File: src/rtl/muldiv_unit.sv
// Iterative MIPS multiply/divide unit with architectural HI/LO registers.
// One multiplier/quotient bit per cycle, then a sign-fix cycle that commits HI/LO.
module muldiv_unit #(
    parameter int WIDTH = 32
) (
    input  logic             clk,
    input  logic             reset,
    input  logic             startE,
    input  logic [2:0]       opE,
    input  logic [WIDTH-1:0] srcaE,
    input  logic [WIDTH-1:0] srcbE,
    input  logic             kill,
    output logic [WIDTH-1:0] hi,
    output logic [WIDTH-1:0] lo,
    output logic             busy,
    output logic             done,
    output logic             divzero
);
    localparam int CW = $clog2(WIDTH);

    typedef enum logic [1:0] {S_IDLE, S_MUL, S_DIV, S_FIX} state_t;

    state_t             r_state, w_state_next;
    logic [CW-1:0]      r_cnt;
    logic [WIDTH-1:0]   r_opb;      // multiplicand for MUL, divisor for DIV
    logic [2*WIDTH-1:0] r_acc;      // {partial/remainder, multiplier/quotient}
    logic [WIDTH-1:0]   r_raw_a;
    logic [WIDTH-1:0]   r_hi, r_lo;
    logic               r_is_div, r_neg_q, r_neg_r, r_dz;
    logic               r_done, r_divzero;

    logic               w_start, w_signed, w_last;
    logic [WIDTH-1:0]   w_mag_a, w_mag_b;
    logic [WIDTH:0]     w_mul_sum;
    logic [2*WIDTH-1:0] w_mul_next;
    logic [WIDTH:0]     w_div_rem, w_div_diff;
    logic               w_div_ok;
    logic [2*WIDTH-1:0] w_div_next;
    logic [2*WIDTH-1:0] w_prod;
    logic [WIDTH-1:0]   w_quot, w_rem;

    assign w_start  = startE && !kill && (r_state == S_IDLE);
    assign w_signed = ~opE[0];
    assign w_last   = (r_cnt == CW'(WIDTH - 1));
    assign w_mag_a  = (w_signed && srcaE[WIDTH-1]) ? -srcaE : srcaE;
    assign w_mag_b  = (w_signed && srcbE[WIDTH-1]) ? -srcbE : srcbE;

    // Shift-add: add multiplicand into the upper half when the current LSB is set.
    assign w_mul_sum  = {1'b0, r_acc[2*WIDTH-1:WIDTH]} + {1'b0, (r_acc[0] ? r_opb : {WIDTH{1'b0}})};
    assign w_mul_next = {w_mul_sum, r_acc[WIDTH-1:1]};

    // Restoring division: a set borrow bit means the trial subtraction went negative.
    assign w_div_rem  = r_acc[2*WIDTH-1:WIDTH-1];
    assign w_div_diff = w_div_rem - {1'b0, r_opb};
    assign w_div_ok   = ~w_div_diff[WIDTH];
    assign w_div_next = {(w_div_ok ? w_div_diff[WIDTH-1:0] : w_div_rem[WIDTH-1:0]),
                         r_acc[WIDTH-2:0], w_div_ok};

    assign w_prod = r_neg_q ? -r_acc : r_acc;
    assign w_quot = r_neg_q ? -r_acc[WIDTH-1:0] : r_acc[WIDTH-1:0];
    assign w_rem  = r_neg_r ? -r_acc[2*WIDTH-1:WIDTH] : r_acc[2*WIDTH-1:WIDTH];

    always_ff @(posedge clk or posedge reset) begin
        if (reset) begin
            r_state <= S_IDLE;
        end else begin
            r_state <= w_state_next;
        end
    end

    always_comb begin
        w_state_next = r_state;
        case (r_state)
            S_IDLE:  if (w_start && !opE[2]) w_state_next = opE[1] ? S_DIV : S_MUL;
            S_MUL:   if (w_last) w_state_next = S_FIX;
            S_DIV:   if (w_last) w_state_next = S_FIX;
            S_FIX:   w_state_next = S_IDLE;
            default: w_state_next = S_IDLE;
        endcase
        if (kill) w_state_next = S_IDLE;
    end

    always_ff @(posedge clk or posedge reset) begin
        if (reset) begin
            r_cnt     <= '0;
            r_opb     <= '0;
            r_acc     <= '0;
            r_raw_a   <= '0;
            r_hi      <= '0;
            r_lo      <= '0;
            r_is_div  <= 1'b0;
            r_neg_q   <= 1'b0;
            r_neg_r   <= 1'b0;
            r_dz      <= 1'b0;
            r_done    <= 1'b0;
            r_divzero <= 1'b0;
        end else begin
            r_done    <= 1'b0;
            r_divzero <= 1'b0;
            case (r_state)
                S_IDLE: begin
                    if (w_start) begin
                        case (opE)
                            3'b000, 3'b001, 3'b010, 3'b011: begin
                                r_cnt    <= '0;
                                r_opb    <= w_mag_b;
                                r_acc    <= {{WIDTH{1'b0}}, w_mag_a};
                                r_raw_a  <= srcaE;
                                r_is_div <= opE[1];
                                r_neg_q  <= w_signed & (srcaE[WIDTH-1] ^ srcbE[WIDTH-1]);
                                r_neg_r  <= w_signed & srcaE[WIDTH-1];
                                r_dz     <= opE[1] && (srcbE == '0);
                            end
                            3'b100:  r_hi <= srcaE;
                            3'b101:  r_lo <= srcaE;
                            default: ;
                        endcase
                    end
                end
                S_MUL: begin
                    if (!kill) begin
                        r_acc <= w_mul_next;
                        r_cnt <= r_cnt + 1'b1;
                    end
                end
                S_DIV: begin
                    if (!kill) begin
                        r_acc <= w_div_next;
                        r_cnt <= r_cnt + 1'b1;
                    end
                end
                S_FIX: begin
                    if (!kill) begin
                        r_done <= 1'b1;
                        if (!r_is_div) begin
                            r_hi <= w_prod[2*WIDTH-1:WIDTH];
                            r_lo <= w_prod[WIDTH-1:0];
                        end else if (r_dz) begin
                            // Divide by zero reports the original dividend, not its magnitude.
                            r_hi      <= r_raw_a;
                            r_lo      <= {WIDTH{1'b1}};
                            r_divzero <= 1'b1;
                        end else begin
                            r_hi <= w_rem;
                            r_lo <= w_quot;
                        end
                    end
                end
                default: ;
            endcase
        end
    end

    assign hi      = r_hi;
    assign lo      = r_lo;
    assign busy    = (r_state != S_IDLE);
    assign done    = r_done;
    assign divzero = r_divzero;
endmodule

File: config.mk
export PLATFORM = sky130hd
export DESIGN_NAME = muldiv_unit
export DESIGN_NICKNAME = d
export VERILOG_FILES = /design/src/rtl/muldiv_unit.sv
export SDC_FILE = /design/constraint.sdc
export NUM_CORES = 1
export LEC_CHECK = 0
export ABC_AREA = 1
export ABC_CLOCK_PERIOD_IN_PS = 17200
export BUFFER_PORTS_ARGS = -buffer_cell sky130_fd_sc_hd__buf_2
export CORE_MARGIN = 5
export CORE_UTILIZATION = 35
export DETAILED_ROUTE_END_ITERATION = 16
export PLACE_DENSITY = 0.56
export RECOVER_POWER = 50
export REMOVE_ABC_BUFFERS = 1
export SETUP_SLACK_MARGIN = 0.3
export SLEW_MARGIN = 15
export SYNTH_ARGS = -nofsm -noshare
export SYNTH_HDL_FRONTEND = slang
export SYNTH_SLANG_ARGS = --single-unit
File: constraint.sdc
create_clock -name clk -period 17.2 [get_ports clk]
set_clock_uncertainty 0.05 [all_clocks]
set_input_delay 0 -clock clk [delete_from_list [all_inputs] [get_ports clk]]
set_output_delay 0 -clock clk [all_outputs]
set_load 0.02 [all_outputs]
# After elaboration in Yosys (flattened, before gate mapping)
# Index checks and enable logic that the tools add are counted.
# word_totals
register_bits,205
inputBits,71
output_inout_bits,67
# classes
n_mux,39
n_addsub,8
eq_ne,19
n_reduce_logical,23
bitwise,5
# op_table
cell,count
$mux W32,16
$mux W64,5
$pmux W64 S3,1
$neg A32 Y32,4
$pmux W32 S2,2
$neg A64 Y64,1
$add A32 B32 Y33,1
$sub A33 B32 Y33,1
$logic_not A32 Y1,1
$mux W5,3
$reduce_and A4 Y1,3
$ne A2 B2 Y1 const B,5
$pmux W5 S2,1
$mux W2,4
$eq A3 B2 Y1 const B,2
$eq A3 B3 Y1 const B,2
$logic_and A1 B1 Y1,6
$mux W1,6
$ne A2 B1 Y1 const B,3
$pmux W2 S3,1
$reduce_bool A2 Y1,3
$add A5 B1 Y5 const B,1
$eq A5 B5 Y1 const B,1
$reduce_and A5 Y1,1
other kinds (16),20

# Longest topological paths before layout
# Gate-level depths: netlist (run 1).
# depth
depth_word,7
depth_mapped,22
depth_no_buf,20

# Least setup slack after synthesis (run 1)
# OpenSTA, ideal clock, no wires.
# synth_path
path_kind,register to register
startpoint,reg r_acc[0]
endpoint,reg r_acc[53]
period_less_slack_ns,2.519
path_slack_ns,14.681
path_buffers,2
arrival_ns,2.353
path_stages_with_launch,20
cell_sequence,dfrtp_1 > buf_6 > clkbuf_1 > nand2_1 > inv_1 > ha_1 > inv_1 > fa_1 > inv_1 > nand3_1 > nand2_1 > a21oi_1 > o21ai_0 > nand2_1 > nand2_1 > nand2_1 > nand3_1 > nand2_1 > nand2_1 > nand2_1
# synth_via
elab_chain_len,4
# synth_rtl
item,line_no,text
"start, declared",26,logic [2*WIDTH-1:0] r_acc;
"start signal, assigned",107,"r_acc <= {{WIDTH{1'b0}}, w_mag_a};"
"start signal, assigned",122,r_acc <= w_mul_next;
"start signal, assigned",128,r_acc <= w_div_next;
$mux W32,49,"assign w_mul_sum = {1'b0, r_acc[2*WIDTH-1:WIDTH]} + {1'b0, (r_acc[0] ? r_opb : {WIDTH{1'b0}})};"
$add A32 B32 Y33,49,
$mux W64,121,if (!kill) begin
$pmux W64 S3,100,case (r_state)
# Every way passes these cells. The select of a mux whose other input is x is not followed.
# A chain may end at the register's enable or synchronous reset.

==> results of run 1 <==
-- power breakdown --
| group | leakage [uW] | total [uW] | switching, uW | internal, uW |
|---|---|---|---|---|
| clock network | 0.000421 | 578 | 243 | 335 |
| registers | 0.00249 | 868 | 184 | 684 |
| logic | 0.00901 | 1880 | 1320 | 560 |
| total | 0.0119 | 3320 | 1750 | 1580 |
-- stage by stage --
| stage | cell area, sq um | utilization |
|---|---|---|
| floorplan | 19200 | - |
| global placement | 21100 | 0.376 |
| detailed placement | 21100 | 0.376 |
| CTS | 22900 | 0.408 |
| global route | 22800 | 0.406 |
| finish | 22800 | 0.406 |
-- worst max path at each step --
stage          startpoint        end  slack [ps]  cells past startpoint
3_3_place_gp     r_acc[0]  r_acc[61]       14060                     18
4_1_cts        r_state[0]       r_dz       13180                      9
6_report            reset    r_neg_q       10930                      4
3_5_place_dp   r_state[0]  r_acc[31]       14070                     11
2_1_floorplan       reset    divzero       11550                      1
5_1_grt             reset    r_neg_q        9570                      4
-- repair_timing --
| item | CTS | global route |
|---|---|---|
| hold endpoints to repair | 237 | 0 |
| hold buffers | 93 | 0 |
| setup endpoints to repair | 0 | 0 |
-- cell families (layout without fill, tap and decap cells) --
group / Yosys count / in the layout / share of synthesized area
adder cells (fa/ha/maj): 76 / 76 / 0.0490
XOR/XNOR: 66 / 66 / 0.0293
buffers and inverters: 543 / 720 / 0.106
AND/OR/NAND/NOR: 1912 / 1912 / 0.403
AO/OA/AOI/OAI: 553 / 553 / 0.153
flip-flops: 205 / 205 / 0.260
-- worst max-delay path, cell delays in order --
cell	delay, ps
dlygate4sd3_1	530
clkbuf_1	120
clkinvlp_2	1950
clkbuf_1	2940
-- layout make-up --
type | instances | area [sq um] | area share
clock buffers | 32 | 704 | 0.0310
flip-flops and latches | 205 | 5130 | 0.225
repair buffers | 256 | 1720 | 0.0756
inverters | 421 | 1580 | 0.0695
clock inverters | 11 | 151 | 0.00665
multi-input cells | 2607 | 12500 | 0.550
well taps | 756 | 946 | 0.0416
-- cell usage in the layout (no fill, tap or decap), types with 3 or more instances in the layout --
cell	Yosys	final
nand2_1	1034	1034
nor2_1	466	463
inv_1	415	412
nand3_1	270	269
o21ai_0	220	220
a21oi_1	219	219
dfrtp_1	205	204
dlygate4sd3_1	0	93
ha_1	74	73
clkbuf_1	85	73
buf_2	14	70
xor2_1	52	52
nor3_1	37	37
nand4_1	34	34
o22ai_1	28	28
nand3b_1	27	27
a22oi_1	27	27
clkbuf_16	0	27
buf_4	3	24
xnor2_1	14	14
o31ai_1	10	10
nand2_2	9	9
o21bai_1	9	9
o211ai_1	9	9
inv_2	6	7
or2_2	7	7
nor4_1	6	6
nand2_4	5	5
a21o_1	5	5
nor2_2	2	5
a21boi_0	5	5
o21a_1	5	5
a31oi_1	5	5
o21ai_1	5	5
clkinv_2	0	5
nor2_4	3	3
o221ai_1	3	3
bufinv_16	0	3
-- per-layer routing --
metal	vias to the layer above	GRT usage	routed length, microns	part of all wire
met5	-	0	7	0.000088
met4	2	0.0694	2430	0.030
met3	133	0.0421	6230	0.078
met2	798	0.392	34400	0.43
met1	10300	0.367	36800	0.46
li1	11100	-	-	-
-- sequential cells by signal, summed over array words and instances, names as in the netlist --
name,cells
done,1
divzero,1
r_cnt,5
r_neg_r,1
r_opb,32
hi,32
r_raw_a,32
r_is_div,1
r_state,2
lo,32
r_acc,64
r_dz,1
r_neg_q,1
==> out/results.ini, run 1 <==
[timing]
hold_viol=0
fin_crit_ps=6270
drv_slew=210
post-route-period-util=0.365
slew_headroom=-1.68
fin_ws_ps=10930
whs_ps=84.4
setup_viol=0
rsz0062_at_grt=no
clock.fmax_mhz=159
setup_tns_ps=0
tightest_slew_ps=4030

[clock_network]
post_cts_resized=0
cts-root-buf=clkbuf_16
cts_tree=done
post_cts_buffers=0
cts.sinks=205
numCtsBuffers=27
clkTransAtPathRegs_ps=60
htree_levels=1
clock_path_buffers=3
insertion_delay_ps=590

[synth]
synthTopCellsByArea=dfrtp_1 26%, nand2_1 20%, nor2_1 8.9%
synth_seq_cells=205
postSynthAreaPerCell_sq_um=5.88
ys_types=49
synthTopCellsByCount=1,034 x nand2_1, 466 x nor2_1, 415 x inv_1
synth_edf_count=0
synth_top_area_share=0.260
synthArstFlopShare=1.00
ys_warn_count=0
syn-cell-area_sq_um=19700
seq_area_frac_synth=0.260
synthCells=3355
ys.flop_type=dfrtp_1
post-synth-top-count-cell=nand2_1
post-synth-top-area-cell=dfrtp_1

[power_and_ir_drop]
total_power_uw=3320
p_leak_uw=0.0119
vdd_drop_max_v=0.0000749
pwr_density_cell_nw_per_um2=146

[global_route]
antenna_found_initial=1
grt_pass1_vias=20400
grt_pass1_wl_microns=122000
grt_overflow=0
grt_use_total=0.254
grt_max_degree=105

[worst_setup_path]
start_kind=input port
arrival_ps=5670
worstPathRequired_ps=16590
r2r-start=r_state[0]
endpoint_kind=asynchronous set/reset pin
critPathKind=in -> async
critPathMaxFanout=73
regToRegSetupSlack_ps=13200
reg2regPathDepth=9
timing.rr.end=r_dz

[cells_and_area]
drive_gt1_frac=0.0518
fillers=6318
final_cells=4288
synthToLayoutAreaGrowth_pct=15.4
nets=3665
antenna_cells=0

[min_path]
hold-path-cell-count=5
hold_path.class=in -> reg
hold-path-endpoint=r_cnt[4]
min_from=startE

[place]
place.gp.congestion=1.00
place_inst=4152
dp_slack_ps=14070
place_hpwl_microns=61600
place.port_buffers=137

[detailed_routing]
routed_wl_microns=79900
drc_errors=0
antenna_left=0
drt_pass1_iterations=6
drt_iter0_drc=2240
vias=22300
wire_per_inst_microns=18.6
avgViaCountPerCell=5.20

[status]
failed_checks=max-capacitance violations, max-slew violations
status=finished, violations left

[die]
die_area_sq_um=61200
core_area_sq_um=56100
chipHeight_microns=247
start_util=0.352
die_w_microns=247
pin_count=138
fp-row-count=87

[job]
drv_cap=3

Note: power is estimated with default switching activity, not from simulation.
==> run 2: changes to the inputs <==
Settings changed: ABC_CLOCK_PERIOD_IN_PS 17200 to 5300, PLACE_DENSITY 0.56 to 0.58.
Clock period 17.2 ns to 5.3 ns, I/O delays scaled along.
==> run 2 against run 1 <==
Total power increased to 3.2 times the previous value. Sequential power grew to 3.3 times the previous value. Critical endpoint is now r_acc[31]. Combinational power increased to 3.2 times the previous value. Highest routed layer is now met4. Register-to-register slack got worse by 12000 ps. Largest power group unchanged. Sequential share of layout area down 0.053 points. Global-route usage grew 0.19 points. Clock-buffer cell count rose by 6. Wire length up 0.58%. Flip-flop and latch count unchanged. Cell area rose by 0.26%. Via count increased by 0.61%. The flow still finishes with violations (max-capacitance violations, max-slew violations).
==> out/results.ini, run 2 (same netlist as run 1, synthesis figures left out) <==
[die]
die_area_sq_um=61200  ; unchanged
pin_count=138  ; unchanged
start_util=0.352  ; unchanged
die_w_microns=247  ; unchanged
fp-row-count=87  ; unchanged
core_area_sq_um=56100  ; unchanged
chipHeight_microns=247  ; unchanged

[power_and_ir_drop]
p_leak_uw=0.0119  ; +0.10%
p_sw_frac=0.522  ; -0.00278
vdd_drop_max_v=0.000285  ; +280%
switching_power_uw=5640  ; +220%
clockPowerShare=0.178  ; +0.004
pwr_density_cell_nw_per_um2=473  ; +220%
combPwrFrac=0.557  ; -0.008
p_seq_frac=0.265  ; +0.004
p_int_uw=5160  ; +230%

[cells_and_area]
final_common_cell=nand2_1
postLayoutCoreUtil=0.407  ; +0.00105
multi_input_area_sq_um=12500  ; about the same
nets=3665  ; unchanged
mostFrequentLayoutCells=1,034 x nand2_1, 463 x nor2_1, 412 x inv_1
largest-register=r_acc
final_cells=4290  ; +0.047%
fin_area_sq_um=22800  ; +0.26%
fillers=6206  ; -1.8%
antenna_cells=0  ; unchanged
synthToLayoutAreaGrowth_pct=15.7
seq_area_sq_um=5130  ; about the same
largest_reg_flops=64  ; unchanged
drive_gt1_frac=0.0523  ; +0.000537

[worst_setup_path]
arrival_ps=4170  ; -1500 ps
crit_chain=inv_1, ha_1, buf_4, nor3_1, nor3_2, inv_2, nor2_4, a22oi_1, nand2_1
crit_slowest_cell=nor2_4
critPathKind=reg -> reg
cpPeakStageDelay_ps=910  ; -2030 ps
worstPathRequired_ps=5760  ; -10,830 ps
r2r-start=r_state[1]
regToRegSetupSlack_ps=1600  ; -11,600 ps
path_buf_inv=3  ; -1
critPathMaxFanout=57  ; -22%
timing.rr.end=r_acc[31]
critPathTopFamily=simple AND/OR/NAND/NOR gates
start_kind=flop
endpoint_kind=flop
reg2regPathDepth=9  ; unchanged

[clock_network]
clock_path_buffers=3  ; unchanged
cts.sinks=205  ; unchanged
insertion_delay_ps=590  ; about the same
cts_tree=done
htree_levels=1  ; unchanged
numCtsBuffers=28  ; +3.7%
post_cts_buffers=0  ; unchanged
cts-root-buf=clkbuf_16
clkTransAtPathRegs_ps=60  ; about the same

[timing]
setup_viol=0  ; unchanged
fin_crit_ps=3700
tightest_slew_ps=2920  ; -1100 ps
clock.fmax_mhz=270
rsz0062_at_grt=no
post-route-period-util=0.699
whs_ps=3.16  ; -81.2 ps
slew_headroom=-0.950  ; +0.734
drv_slew=124  ; -41%
hold_viol=0  ; unchanged

[place]
place.port_buffers=137  ; unchanged
place_inst=4149  ; -0.072%
place.gp.congestion=0.966  ; -3.7%
place_hpwl_microns=61700  ; +0.23%
place_area_sq_um=21100  ; about the same

[status]
status=finished, violations left
failed_checks=max-capacitance violations, max-slew violations

[detailed_routing]
vias=22500  ; +0.61%
drt_iter0_drc=2246  ; +0.27%
routed_wl_microns=80300  ; +0.58%
drt_pass1_iterations=8  ; +2
wire_per_inst_microns=18.7  ; +0.53%
drc_errors=0  ; unchanged
avgViaCountPerCell=5.23  ; +0.57%
antenna_left=0  ; unchanged

[global_route]
grt_overflow=0  ; unchanged
grt_pass1_vias=20600  ; +0.93%
antenna_found_initial=0  ; -1
grt_pass1_wl_microns=122000  ; +0.33%
grt_max_degree=125  ; +19%
grt_use_total=0.255  ; +0.00194

[min_path]
hold-path-endpoint=r_opb[1]
hold-path-cell-count=5  ; unchanged
min_from=srcbE[1]
hold_path.class=in -> reg

[job]
drv_cap=1  ; -2

-- run 2: power by group through the flow --
stage	registers, uW	logic, uW	clock network [uW]
after global placement	2860	5900	0
after floorplan	2990	3710	0
after CTS	2850	5990	1950
after detailed placement	2860	5900	0
after global routing	2940	6710	2010
final	2860	6010	1920
-- run 2: area by class of cell --
class	instances	area share
Tap cell	756	0.0415
Inverter	421	0.0694
Clock buffer	38	0.0346
Clock inverter	8	0.00433
Timing Repair Buffer	255	0.0762
Sequential cell	205	0.225
Multi-Input combinational cell	2607	0.549
-- run 2: worst min-delay path, delay by kind of cell --
kind	cells	cell delay (ps)
AO/OA/AOI/OAI	2	360
buffers and inverters	2	130
AND/OR/NAND/NOR	1	70
-- run 2: layer usage --
metal  GRT usage  up-vias  part of all wire
li1            -    11100                 -
met5           0        -                 0
met4      0.0752        0             0.033
met1       0.373    10400              0.46
met3      0.0442      125             0.081
met2       0.387      830              0.42
-- run 2: worst max-delay path by stage --
| stage | start | to | slack, ps | cells after the start |
|---|---|---|---|---|
| global placement | r_state[1] | r_acc[31] | 1750 | 9 |
| floorplan | reset | divzero | -350 | 1 |
| global route | r_state[1] | r_acc[31] | 1310 | 9 |
| finish | r_state[1] | r_acc[31] | 1600 | 9 |
| detailed placement | r_state[1] | r_acc[31] | 1720 | 9 |
| CTS | r_state[1] | r_acc[31] | 1700 | 9 |
-- run 2: what timing repair did --
action                                 4_1_cts  5_1_grt
resized for setup                            0        0
hold buffers                                95        0
endpoints found under the hold margin      285        0
-- run 2: through the flow --
step / power, uW / TNS [ps] / setup WS (ps)
6_report: 10800 / 0 / 1600
5_1_grt: 11600 / 0 / 1310
3_3_place_gp: 8760 / 0 / 1750
2_1_floorplan: 6690 / -70880 / -346
4_1_cts: 10800 / 0 / 1700
3_5_place_dp: 8760 / 0 / 1720
==> run 3: changes to the inputs <==
Settings changed: ABC_CLOCK_PERIOD_IN_PS 5300 to 3300.
Clock period 5.3 ns to 3.3 ns, I/O delays scaled along.
==> run 3 against run 2 <==
The flow still finishes with violations (max-capacitance violations, max-slew violations). Die area is the same. Utilization rose by 1.2 points. Total power grew 65%. Via count is 0.86% higher. Cell count up 1.5%. Flip-flop and latch count unchanged. Combinational power increased by 68%. Non-clock buffer count up 56. Register-to-register slack worse by 1100 ps. Largest cell class unchanged. Largest power group unchanged.
==> out/results.ini, run 3 (same netlist as run 1, synthesis figures left out) <==
[worst_setup_path]
endpoint=r_opb[22]
timing.rr.end=hi[6]
reg2regPathDepth=12  ; +3
critPathMaxFanout=4  ; -93%
start_kind=input port
critPathLaunch=srcbE[4]
worstPathRequired_ps=3690  ; -2070 ps
regToRegSetupSlack_ps=500  ; -1100 ps
endpoint_kind=flop
arrival_ps=3230  ; -940 ps
critPathKind=in -> reg
r2r-start=r_acc[1]

[global_route]
grt_use_met2=0.402  ; +0.0156
antenna_found_initial=1  ; +1
grt_max_degree=104  ; -17%
grt_use_total=0.261  ; +0.00558
grt_use_met3=0.0409  ; -0.00323
grt_overflow=0  ; unchanged
grt_pass1_wl_microns=126000  ; +2.5%
grt.busiest_layer=met2
grt_pass1_vias=21300  ; +3.5%
use_met1=0.378  ; +0.00448

[cells_and_area]
largest_reg_flops=64  ; unchanged
postLayoutCoreUtil=0.419  ; +0.0123
drive_gt1_frac=0.0806  ; +0.0283
largest-register=r_acc
fin_area_sq_um=23500  ; +3.0%
final_common_cell=nand2_1
mostFrequentLayoutCells=1,033 x nand2_1, 463 x nor2_1, 413 x inv_1
synthToLayoutAreaGrowth_pct=19.2
fillers=6199  ; -0.11%
nets=3725  ; +1.6%

[power_and_ir_drop]
vdd_drop_max_v=0.000492  ; +73%
p_leak_uw=0.0124  ; +4.0%
pwr_density_cell_nw_per_um2=758  ; +60%

[status]
status=finished, violations left
failed_checks=max-capacitance violations, max-slew violations

[timing]
drv_slew=82  ; -34%
slew_headroom=-0.299  ; +0.651
setup_viol=0  ; unchanged
fin_crit_ps=2850
rsz0062_at_grt=yes
clock.fmax_mhz=351
setup_tns_ps=0  ; unchanged
hold_viol=0  ; unchanged
tightest_slew_ps=1950  ; -977 ps
post-route-period-util=0.862

[clock_network]
clkTransAtPathRegs_ps=60  ; about the same
cts.sinks=205  ; unchanged
insertion_delay_ps=590  ; about the same
htree_levels=1  ; unchanged
clock_path_buffers=3  ; unchanged
cts-root-buf=clkbuf_16
cts_tree=done
numCtsBuffers=28  ; unchanged

[die]
die_w_microns=247  ; unchanged
start_util=0.352  ; unchanged
die_area_sq_um=61200  ; unchanged
pin_count=138  ; unchanged
chipHeight_microns=247  ; unchanged
core_area_sq_um=56100  ; unchanged
fp-row-count=87  ; unchanged

[detailed_routing]
vias=22600  ; +0.86%
routed_wl_microns=82000  ; +2.1%
avgViaCountPerCell=5.20  ; -0.65%
drt_pass1_iterations=6  ; -2
wire_per_inst_microns=18.8  ; +0.53%
antenna_left=0  ; unchanged
drc_errors=0  ; unchanged
drt_iter0_drc=2295  ; +2.2%

[min_path]
hold_path.class=in -> reg

[job]
drv_cap=1  ; unchanged

[place]
place.port_buffers=137  ; unchanged
place.gp.congestion=0.998  ; +3.3%
place_hpwl_microns=64500  ; +4.5%
place_area_sq_um=21500  ; +2.1%

==> run 3: how the worst min path moves through the flow <==
stage	slack, ps	to	cells past startpoint	start
floorplan	20	done	1	kill
global placement	90	r_opb[3]	2	reset
detailed placement	100	r_opb[3]	2	reset
CTS	10	r_opb[3]	3	reset
global route	150	r_opb[1]	5	srcbE[1]
finish	60	r_opb[1]	5	srcbE[1]
==> run 3: routing by layer <==
layer  up-vias  wire [microns]
li1      11200               -
met1     10400           37700
met2       830           35200
met3       125            6400
met4         2            2670
met5         -              13
==> run 3: critical path, cell delays in order <==
cell,delay [ps]
dlygate4sd3_1,530
buf_2,140
nor2_1,230
nand3_2,150
nor2_4,160
nand3_2,140
nor4_4,310
nand3_1,200
nand2_1,100
nand2_1,40
dlygate4sd3_1,540
nand3_1,70
dlygate4sd3_1,540
o21ai_0,70
==> run 3: cell type report <==
| type | count | area, sq um | area share |
|---|---|---|---|
| Inverter | 421 | 1580 | 0.0674 |
| Clock inverter | 11 | 140 | 0.00596 |
| Sequential cell | 205 | 5130 | 0.218 |
| Antenna cell | 1 | 2.50 | 0.000106 |
| Clock buffer | 39 | 832 | 0.0354 |
| Tap cell | 756 | 946 | 0.0402 |
| Timing Repair Buffer | 311 | 2230 | 0.0948 |
| Multi-Input combinational cell | 2611 | 12600 | 0.538 |
==> run 3: per-stage QoR <==
stage | worst slack, ps | power, uW | hold slack (ps) | std cells
after global routing | 195 | 19300 | 147 | 4354
after CTS | 322 | 17700 | 13.7 | 4349
after floorplan | -2350 | 10700 | 16.4 | 3233
after global placement | 458 | 14300 | 94.7 | 4203
final | 454 | 17800 | 56.9 | 4355
after detailed placement | 355 | 14300 | 98.1 | 4203
==> run 3: power breakdown <==
part / switching (uW) / internal [uW] / leakage [uW]
logic: 6940 / 3150 / 0.00945
clock network: 1320 / 1910 / 0.000480
registers: 937 / 3560 / 0.00249
==> run 3: repair_timing <==
item	4_1_cts	5_1_grt
gates resized for setup	0	17
endpoints found under the hold margin	261	0
hold buffers	96	0
endpoints found under the setup margin	0	36
setup buffers	0	1
